--- config.mk ---
export PLATFORM = sky130hd
export DESIGN_NAME = dmem_stall_ctrl
export DESIGN_NICKNAME = d
export VERILOG_FILES = /design/src/rtl/dmem_stall_ctrl.sv
export SDC_FILE = /design/constraint.sdc
export NUM_CORES = 1
export LEC_CHECK = 0
export ABC_AREA = 1
export CAP_MARGIN = 20
export CELL_PAD_IN_SITES_DETAIL_PLACEMENT = 1
export CELL_PAD_IN_SITES_GLOBAL_PLACEMENT = 1
export CORE_ASPECT_RATIO = 1.2
export CORE_MARGIN = 2
export CORE_UTILIZATION = 29
export CTS_BUF_LIST = sky130_fd_sc_hd__clkbuf_16
export CTS_CLUSTER_DIAMETER = 50
export CTS_CLUSTER_SIZE = 10
export DETAILED_ROUTE_END_ITERATION = 16
export HOLD_SLACK_MARGIN = 0.1
export PLACE_DENSITY_LB_ADDON = 0.1
export SLEW_MARGIN = 20
export SYNTH_ARGS = -nofsm -noshare
export SYNTH_HDL_FRONTEND = slang
export SYNTH_SLANG_ARGS = --single-unit
--- constraint.sdc ---
create_clock -name clk_i -period 4.6 [get_ports clk_i]
set_input_delay 0.92 -clock clk_i [delete_from_list [all_inputs] [get_ports clk_i]]
set_output_delay 0.92 -clock clk_i [all_outputs]
set_load 0.005 [all_outputs]
--- src/rtl/dmem_stall_ctrl.sv ---
// rtl/dmem_stall_ctrl.sv - data-memory access sequencer that stalls the pipeline until ack or timeout
// Optional build macro: DMEM_STALL_PERF_EN adds stall_cnt_o / access_cnt_o performance counters.
module dmem_stall_ctrl #(
    parameter int DATA_W  = 32,
    parameter int TIMEOUT = 255,
    parameter int TO_W    = 8
) (
    input  logic              clk_i,
    input  logic              rst_i,
    input  logic              MemRead_i,
    input  logic              MemWrite_i,
    input  logic [DATA_W-1:0] Addr_i,
    input  logic [DATA_W-1:0] WrData_i,
    output logic              mem_req_o,
    output logic              mem_we_o,
    output logic [DATA_W-1:0] mem_addr_o,
    output logic [DATA_W-1:0] mem_wdata_o,
    input  logic              mem_ack_i,
    input  logic [DATA_W-1:0] mem_rdata_i,
    output logic [DATA_W-1:0] RDData_o,
    output logic              stall_o,
    output logic              err_o
`ifdef DMEM_STALL_PERF_EN
    ,
    output logic [31:0]       stall_cnt_o,
    output logic [31:0]       access_cnt_o
`endif
);

    typedef enum logic [1:0] {
        IDLE   = 2'd0,
        ACCESS = 2'd1,
        DONE   = 2'd2
    } state_t;

    // Timeout of zero means "wait forever"; TO_LAST is the last wait_cnt value before abort.
    localparam bit              TO_EN   = (TIMEOUT != 0);
    localparam logic [TO_W-1:0] TO_LAST = TO_W'(TIMEOUT - 1);
    localparam logic [TO_W-1:0] CNT_MAX = '1;

    state_t            state_q, state_d;
    logic              mem_req_q, mem_req_d;
    logic              mem_we_q, mem_we_d;
    logic [DATA_W-1:0] mem_addr_q, mem_addr_d;
    logic [DATA_W-1:0] mem_wdata_q, mem_wdata_d;
    logic [DATA_W-1:0] rddata_q, rddata_d;
    logic              err_q, err_d;
    logic [TO_W-1:0]   wait_cnt_q, wait_cnt_d;
    logic              access_pending;

    assign access_pending = MemRead_i | MemWrite_i;

    // Stall covers the cycle the request is spotted in IDLE plus every ACCESS cycle; DONE releases it.
    always_comb begin
        stall_o = ((state_q == IDLE) && access_pending) || (state_q == ACCESS);
    end

    // Next-state and registered-output computation for the access sequencer.
    always_comb begin
        state_d     = state_q;
        mem_req_d   = mem_req_q;
        mem_we_d    = mem_we_q;
        mem_addr_d  = mem_addr_q;
        mem_wdata_d = mem_wdata_q;
        rddata_d    = rddata_q;
        err_d       = err_q;
        wait_cnt_d  = wait_cnt_q;
        unique case (state_q)
            IDLE: begin
                if (access_pending) begin
                    // A store wins when both controls are high.
                    mem_addr_d  = Addr_i;
                    mem_wdata_d = WrData_i;
                    mem_we_d    = MemWrite_i;
                    mem_req_d   = 1'b1;
                    wait_cnt_d  = '0;
                    state_d     = ACCESS;
                end
            end
            ACCESS: begin
                if (mem_ack_i) begin
                    // Ack beats a coincident timeout; stores return zero load data.
                    rddata_d  = mem_we_q ? '0 : mem_rdata_i;
                    mem_req_d = 1'b0;
                    state_d   = DONE;
                end else if (TO_EN && (wait_cnt_q == TO_LAST)) begin
                    rddata_d  = '0;
                    err_d     = 1'b1;
                    mem_req_d = 1'b0;
                    state_d   = DONE;
                end else if (wait_cnt_q != CNT_MAX) begin
                    wait_cnt_d = wait_cnt_q + 1'b1;
                end
            end
            DONE: begin
                // One non-stalled cycle lets MEM_WB capture RDData_o and the pipeline move on.
                state_d = IDLE;
            end
            default: begin
                state_d   = IDLE;
                mem_req_d = 1'b0;
            end
        endcase
    end

`ifdef DMEM_STALL_PERF_EN
    logic [31:0] stall_cnt_q, stall_cnt_d;
    logic [31:0] access_cnt_q, access_cnt_d;

    // Performance counters: stalled cycles and completed accesses, both free-running modulo 2^32.
    always_comb begin
        stall_cnt_d  = stall_cnt_q + (stall_o ? 32'd1 : 32'd0);
        access_cnt_d = access_cnt_q;
        if ((state_q == ACCESS) && (state_d == DONE)) begin
            access_cnt_d = access_cnt_q + 32'd1;
        end
    end

    // Counter registers, cleared by reset.
    always_ff @(posedge clk_i) begin
        if (rst_i) begin
            stall_cnt_q  <= '0;
            access_cnt_q <= '0;
        end else begin
            stall_cnt_q  <= stall_cnt_d;
            access_cnt_q <= access_cnt_d;
        end
    end

    assign stall_cnt_o  = stall_cnt_q;
    assign access_cnt_o = access_cnt_q;
`endif

    // Sequencer state and registered outputs; reset abandons any outstanding memory access.
    always_ff @(posedge clk_i) begin
        if (rst_i) begin
            state_q     <= IDLE;
            mem_req_q   <= 1'b0;
            mem_we_q    <= 1'b0;
            mem_addr_q  <= '0;
            mem_wdata_q <= '0;
            rddata_q    <= '0;
            err_q       <= 1'b0;
            wait_cnt_q  <= '0;
        end else begin
            state_q     <= state_d;
            mem_req_q   <= mem_req_d;
            mem_we_q    <= mem_we_d;
            mem_addr_q  <= mem_addr_d;
            mem_wdata_q <= mem_wdata_d;
            rddata_q    <= rddata_d;
            err_q       <= err_d;
            wait_cnt_q  <= wait_cnt_d;
        end
    end

    assign mem_req_o   = mem_req_q;
    assign mem_we_o    = mem_we_q;
    assign mem_addr_o  = mem_addr_q;
    assign mem_wdata_o = mem_wdata_q;
    assign RDData_o    = rddata_q;
    assign err_o       = err_q;

endmodule

======== Word level (Yosys, flattened, before mapping) ========
Cells that the tools add are included.
operators by class
  add/sub/neg operators ................... 1
  equality and inequality tests ........... 9
  multiplexer cells ....................... 16
  bitwise gates (word level) .............. 3
  reductions and logical operators ........ 11
operators with widths
  kind                 count
  $mux 32              3
  $mux 8               4
  $pmux 8 s2           1
  $add 8x1->8 const B  1
  $eq 8x8->1 const B   1
  $ne 8x8->1 const B   1
  $mux 2               3
  $ne 2x2->1 const B   3
  $reduce_and 2->1     3
  $reduce_and 3->1     2
  $reduce_and 5->1     1
  $pmux 2 s2           1
  $reduce_bool 2->1    2
  $mux 1               3
  $ne 3x2->1 const B   1
  $pmux 1 s3           1
  $eq 2x1->1 const B   1
  $eq 2x2->1 const B   1
  $logic_not 2->1      1
  $ne 2x1->1 const B   1
  $not 1->1            2
  $logic_and 1x1->1    1
  $logic_or 1x1->1     1
  $or 1x1->1           1
word-level totals
  register bits ........................... 109
  bits of input ports ..................... 101
  output and inout bits ................... 100
  logic and storage cells ................. 48

======== Depth between registers and ports, before layout ========
Gate-level depths: netlist (run 1).
  word-level depth ........................ 5
  mapped depth ............................ 12
  mapped depth without buffers ............ 11

======== Worst setup path before layout (run 1) ========
Ideal clock, no wire load.
  path kind ............................... input to output
  from .................................... input MemRead_i
  to ...................................... output stall_o
  arrival ................................. 1443 ps
  data required time ...................... 3680 ps
  slack ................................... 2237 ps
  stages on the path ...................... 5
  path buffers ............................ 1
  cell sequence ........................... nand2_1 nand2_1 inv_2 clkbuf_1 nand2_1
between the ends
  word-level cells in the longest chain between the ends .. 3
ends and longest elaborated chain
  element            line  source
  from (decl)        10    input logic MemRead_i,
  $or 1x1->1         51    assign access_pending = MemRead_i | MemWrite_i;
  $logic_and 1x1->1  55    stall_o = ((state_q == IDLE) && access_pending) || (state_q == ACCESS);
  $logic_or 1x1->1   55
  to (decl)          21    output logic stall_o,
Every way passes these cells.

======== Worst setup path after layout (run 1) ========
Same ends and word-level chain as after synthesis.

==> results of run 1 <==
==> placed cells by master (no fill, tap or decap) <==
master,n
ha_1,2
a21oi_1,42
buf_4,4
clkinv_2,3
nand3_1,10
clkbuf_16,9
clkdlybuf4s50_1,200
nand2_2,3
inv_2,4
inv_1,11
nor3_1,2
inv_6,1
nor2_4,1
bufinv_16,2
clkinv_1,2
o21ai_1,36
o21bai_1,1
nand4_1,1
nor2_1,148
buf_8,1
nor3_4,1
nand2_1,97
dfxtp_1,109
clkinvlp_4,1
o21ai_0,30
==> cell type report <==
| type | instances | area share (%) |
|---|---|---|
| sequential | 109 | 33.9 |
| timing repair buffer | 205 | 31.8 |
| multi-input combinational | 374 | 25.0 |
| clock buffer | 9 | 3.50 |
| tap | 171 | 3.33 |
| clock inverter | 7 | 1.40 |
| inverter | 17 | 1.01 |
==> power breakdown <==
part	total (W)	internal (W)	switching [W]
combinational	0.000475	0.000263	0.000212
sequential	0.00107	0.00103	0.0000439
clock	0.000834	0.000476	0.000359
==> sequential cells by signal, summed over array words and instances, names as in the netlist <==
| signal | count |
|---|---|
| mem_addr_o | 32 |
| mem_req_o | 1 |
| mem_wdata_o | 32 |
| RDData_o | 32 |
| err_o | 1 |
| mem_we_o | 1 |
| state_q | 2 |
| wait_cnt_q | 8 |
==> worst max-delay path, cell delays in order <==
cell             delay [ps]
clkdlybuf4s50_1         460
nand2_1                  80
nand2_2                 110
inv_2                    40
nand2_1                  60
clkdlybuf4s50_1         500
==> how the worst max path moves through the flow <==
stage | slack (ps) | from | cells past startpoint | endpoint
2_1_floorplan | 2240 | MemRead_i | 5 | stall_o
3_3_place_gp | 1560 | MemRead_i | 6 | stall_o
3_5_place_dp | 1500 | MemRead_i | 6 | stall_o
4_1_cts | 1500 | MemRead_i | 6 | stall_o
5_1_grt | 1470 | MemRead_i | 6 | stall_o
6_report | 1510 | MemRead_i | 6 | stall_o
==> logic make-up (layout without fill, tap and decap cells) <==
family | count (synthesis) | in the layout | synth area share [%]
simple gates | 263 | 263 | 25.8
compound gates | 109 | 109 | 13.7
fa+ha+maj | 2 | 2 | 0.626
flops | 109 | 109 | 54.6
buf+inv | 50 | 238 | 5.32
==> metrics by stage <==
step	setup slack, ps	cells	hold slack (ps)	util [%]	cell area, um2
final	1510	892	464	47.1	6430
after global routing	1470	892	487	47.1	6430
after CTS	1500	892	466	47.1	6430
after detailed placement	1500	876	456	44.8	6110
after global placement	1560	875	447	44.7	6100
after floorplan	2240	533	455	-	4000
==> metal layers <==
metal  part of all wire (%)  vias to the layer above
li1                       -                     2056
met1                     44                     1972
met2                     47                      134
met3                    6.3                       20
met4                    2.8                        0
met5                      0                        -
==> flow_summary_export.csv, run 1 <==
group,metric,value,unit
status,status,"finished clean",
timing,setup_viol,0,
drt,drt_drc_violations_left,0,
critical_path,reg2regPathDepth,10,
critical_path,cp-end-kind,"output port",
floorplanning,ios,201,
floorplanning,die_w,111,um
cts,cts_root_buffer,"clkbuf_16",
global_routing,grt_overflow,0,
drt,drt_wl_total,13.4,mm
cts,post_cts_resized,0,
logic_synthesis,syn_area_per_cell,7.50,um2
critical_path,criticalPathCategory,"in -> out",
floorplanning,die_h,133,um
cells_and_area,drive_above_1_share,4.16,%
drt,detail-route-antenna-nets,0,
cells_and_area,num-nets-final,819,
logic_synthesis,synth.area.top_cells,"dfxtp_1 (55%), nor2_1 (14%), nand2_1 (9.2%), a21oi_1 (5.3%), o21ai_1 (4.5%)",
run,max-cap-violations,0,
critical_path,startpoint_type,"input pin",
global_routing,track_usage,18.0,%
cells_and_area,syn_to_final_growth,60.8,%
logic_synthesis,synth-seq-area-share,54.6,%
cts,cts_setup_buffers,0,
global_routing,use_met2,30.0,%
cts,clock_latency,360,ps
drt,drt_iter0_drc,129,
global_routing,grt_max_degree,70,
power_and_ir_drop,p_leak,2.50,nW
cells_and_area,antennaDiodeCount,0,
floorplanning,rows,47,
drt,vias,4182,
power_and_ir_drop,ir_drop,0.149,mV
cts,numCtsBuffers,9,
global_routing,grt.busiest_layer,"met2",
cells_and_area,seq_area,2180,um2
timing,tns,0,ps
global_routing,antenna_found_initial,0,
cts,cts_hold_buffers,0,
worst_hold_path,min_to,"RDData_o[4]",
critical_path,crit_arrival,2170,ps
cts,cts_max_level,3,
cts,cts_tree,"built",
cts,cts.sink_count,109,
timing,clock.fmax,323,MHz
floorplanning,dieArea,14700,um2
logic_synthesis,synthArstFlopShare,0,%
timing,slew_viol_final,0,
timing,finalHoldViolCount,0,
timing,fin_crit_sh,67.3,%
drt,vias_per_cell,4.69,
logic_synthesis,syn_inst,533,
logic_synthesis,yosys_register_bits,109,
logic_synthesis,synth_area_leader_cell,"dfxtp_1",
logic_synthesis,synth_edf_count,0,
timing,fin_crit,3090,ps
floorplanning,start_util,29.3,%
global_routing,gr-usage-met3,5.08,%
logic_synthesis,synth_top_cell_area_share,54.6,%
floorplanning,core,13600,um2
global_routing,grt_pass1_vias,4202,
cts,cts_buffer_depth,2,
power_and_ir_drop,power.density,370,nW/um2
logic_synthesis,synth_common_cells,"nor2_1 (148), dfxtp_1 (109), nand2_1 (98), a21oi_1 (42), o21ai_1 (36)",
global_routing,grt_pass1_wl,21.3,mm
cells_and_area,nFillCells,1666,
critical_path,rr_endpoint,"wait_cnt_q[7]",
place,io_buffers,200,
logic_synthesis,synthesis.area,4000,um2
timing,tightest_slew,888,ps
logic_synthesis,synth.most_common_cell,"nor2_1",
worst_hold_path,hold_path_class,"reg -> reg",
cells_and_area,multi_input_area,1610,um2
place,globalplace.congestion,0.791,
drt,routedWlPerCell,15.1,um
global_routing,use_met1,21.3,%
critical_path,cp_max_fo,2,
logic_synthesis,syn_nets,636,
logic_synthesis,ys_types,20,
logic_synthesis,synth_ff_type,"dfxtp_1",
worst_hold_path,whs_path_depth,2,
place,dpl.hpwl,9.34,mm
critical_path,rrSetupSlack,2520,ps
logic_synthesis,ys_warn_count,0,
critical_path,r2r-start,"state_q[1]",
cts,path_clk_slew,70,ps
power_and_ir_drop,total_power,0.00238,W
timing,rsz0062_at_grt,"false",
worst_hold_path,hold_start,"RDData_o[4]",
timing,relSlewSlack,40.7,%
critical_path,cp.required,3680,ps
drt,firstDrtPassIters,4,
timing,clock_skew,8.66,ps
No activity file was read; power rests on OpenSTA's default activity.
==> run 2, diff against run 1 <==
CORE_UTILIZATION = 27   (was 29)
clock period = 3.2 ns   (was 4.6 ns; I/O delays follow)
==> run 2 against run 1 <==
Critical path type unchanged. Largest power group unchanged. Register-to-register slack got worse by 1400 ps. Core utilization fell by 2.8 points. Worst hold slack got worse by 0.99 ps. Global-route usage fell by 0.76 points.
==> flow_summary_export.csv, run 2 (synthesis gave the netlist of run 1 again) <==
group,metric,value,unit
cells_and_area,num-nets-final,820,
floorplanning,dieArea,15800,um2
drt,drt_wl_total,13.4,mm
critical_path,reg2regPathDepth,10,
place,globalplace.congestion,0.764,
drt,vias,4135,
cts,cts_buffer_depth,2,
floorplanning,die_w,115,um
timing,clock_skew,7.31,ps
worst_hold_path,hold_path_class,"reg -> reg",
place,dpl_cell_area,6130,um2
global_routing,grt_overflow,0,
floorplanning,die_h,137,um
critical_path,cp_max_fo,2,
timing,tightest_slew,724,ps
critical_path,rrSetupSlack,1170,ps
critical_path,cp-end-kind,"output port",
power_and_ir_drop,p_int,0.00237,W
power_and_ir_drop,power.density,506,nW/um2
floorplanning,start_util,27.7,%
cells_and_area,nFillCells,1758,
global_routing,grt_pass1_wl,21.2,mm
drt,firstDrtPassIters,4,
cts,cts_tree,"built",
cts,cts.sink_count,109,
cts,cts_hold_buffers,0,
cts,cts_max_level,3,
critical_path,worstPathCellList,"clkdlybuf4s50_1 > nand2_1 > nand2_2 > inv_2 > nand2_1 > clkdlybuf4s50_1",
floorplanning,ios,201,
critical_path,critPathSlowestCell,"clkdlybuf4s50_1",
power_and_ir_drop,switchingPower,0.000864,W
power_and_ir_drop,ir_drop,0.180,mV
power_and_ir_drop,seqPwrFrac,47.5,%
cells_and_area,drive_above_1_share,4.02,%
critical_path,crit_buf_inv,3,
floorplanning,rows,48,
critical_path,crit_arrival,1860,ps
place,dpl.hpwl,9.46,mm
drt,vias_per_cell,4.61,
cts,numCtsBuffers,9,
drt,drt_drc_violations_left,0,
critical_path,path_delay_family,"buffers and inverters",
critical_path,startpoint_type,"input pin",
cells_and_area,syn_to_final_growth,59.8,%
timing,fin_crit,2500,ps
critical_path,cp.depth,6,
timing,clock.fmax,401,MHz
timing,finalHoldViolCount,0,
cts,path_clk_slew,60,ps
place,io_buffers,200,
timing,tns,0,ps
timing,fin_crit_sh,78.0,%
floorplanning,core,14400,um2
critical_path,startpoint,"MemRead_i",
critical_path,cp.required,2560,ps
critical_path,rr_endpoint,"wait_cnt_q[7]",
global_routing,grt_max_degree,68,
cts,post_cts_resized,0,
global_routing,antenna_found_initial,0,
drt,detail-route-antenna-nets,0,
timing,rsz0062_at_grt,"false",
cells_and_area,fin_util,44.3,%
power_and_ir_drop,clock_power_share,31.5,%
critical_path,r2r-start,"state_q[1]",
cts,cts_setup_buffers,0,
power_and_ir_drop,combPwrFrac,21.0,%
run,max-cap-violations,0,
critical_path,criticalPathCategory,"in -> out",
power_and_ir_drop,switching_share,26.7,%
power_and_ir_drop,p_leak,2.48,nW
cells_and_area,layout_common_cells,"clkdlybuf4s50_1 (200), nor2_1 (148), dfxtp_1 (109), nand2_1 (97), a21oi_1 (42)",
timing,slew_viol_final,0,
status,status,"finished clean",
timing,relSlewSlack,51.7,%
critical_path,slowest_delay,510,ps
cts,cts_root_buffer,"clkbuf_16",
critical_path,critPathCapture,"stall_o",
cells_and_area,antennaDiodeCount,0,
timing,setup_viol,0,
cells_and_area,final_common_cell,"clkdlybuf4s50_1",
cts,clock_latency,350,ps
global_routing,track_usage,17.2,%
cells_and_area,fin_area,6390,um2
drt,drt_iter0_drc,208,
drt,routedWlPerCell,14.9,um
global_routing,grt_pass1_vias,4272,
[run 2: cell count changes in the layout (fill, tap and decap cells not counted), sizes merged]
cell / before / now
bufinv: 2 / 0
buf: 5 / 6
inv: 16 / 17
[run 2: layer usage]
layer	track usage, %	vias to the layer above	share of wire, %	wire (um)
li1	-	2060	-	-
met1	19.9	1909	42	5620
met2	29.2	141	48	6430
met3	5.24	25	7.1	947
met4	7.70	0	2.8	375
met5	0	-	0	0
[run 2: worst min-delay path by stage]
stage / start / to / slack [ps] / cells past startpoint
floorplan: mem_req_o / mem_req_o / 460 / 2
global placement: RDData_o[17] / RDData_o[17] / 450 / 2
detailed placement: RDData_o[4] / RDData_o[4] / 460 / 2
CTS: RDData_o[24] / RDData_o[24] / 470 / 2
global route: RDData_o[19] / RDData_o[19] / 480 / 2
finish: RDData_o[1] / RDData_o[1] / 460 / 2
[run 2: area by class of cell]
class | count | area, um2 | share of cell area [%]
repair buffers | 206 | 2060 | 32.2
flip-flops and latches | 109 | 2180 | 34.2
well taps | 175 | 219 | 3.43
inverters | 17 | 63.8 | 0.999
multi-input cells | 374 | 1610 | 25.1
clock buffers | 9 | 225 | 3.53
clock inverters | 6 | 33.8 | 0.529
[run 2: power groups by stage]
stage | registers [W] | clock network (W) | logic [W]
floorplan | 0.00157 | 0 | 0.000259
global placement | 0.00156 | 0 | 0.000673
detailed placement | 0.00157 | 0 | 0.000689
CTS | 0.00154 | 0.00106 | 0.000692
global route | 0.00155 | 0.00112 | 0.000759
finish | 0.00154 | 0.00102 | 0.000679
[run 2: worst min-delay path: cells and delay by family (launching register included)]
| family | cells | cell delay [ps] |
|---|---|---|
| AOI/OAI and AO/OA | 1 | 50 |
| DFF | 1 | 310 |
| and+or+nand+nor | 1 | 60 |
[run 2: metrics by stage]
step	hold slack, ps	std cells	worst slack [ps]	total power (W)
2_1_floorplan	455	533	1400	0.00183
3_3_place_gp	448	881	611	0.00224
3_5_place_dp	455	881	577	0.00226
4_1_cts	466	896	692	0.00329
5_1_grt	482	896	628	0.00343
6_report	463	896	703	0.00323
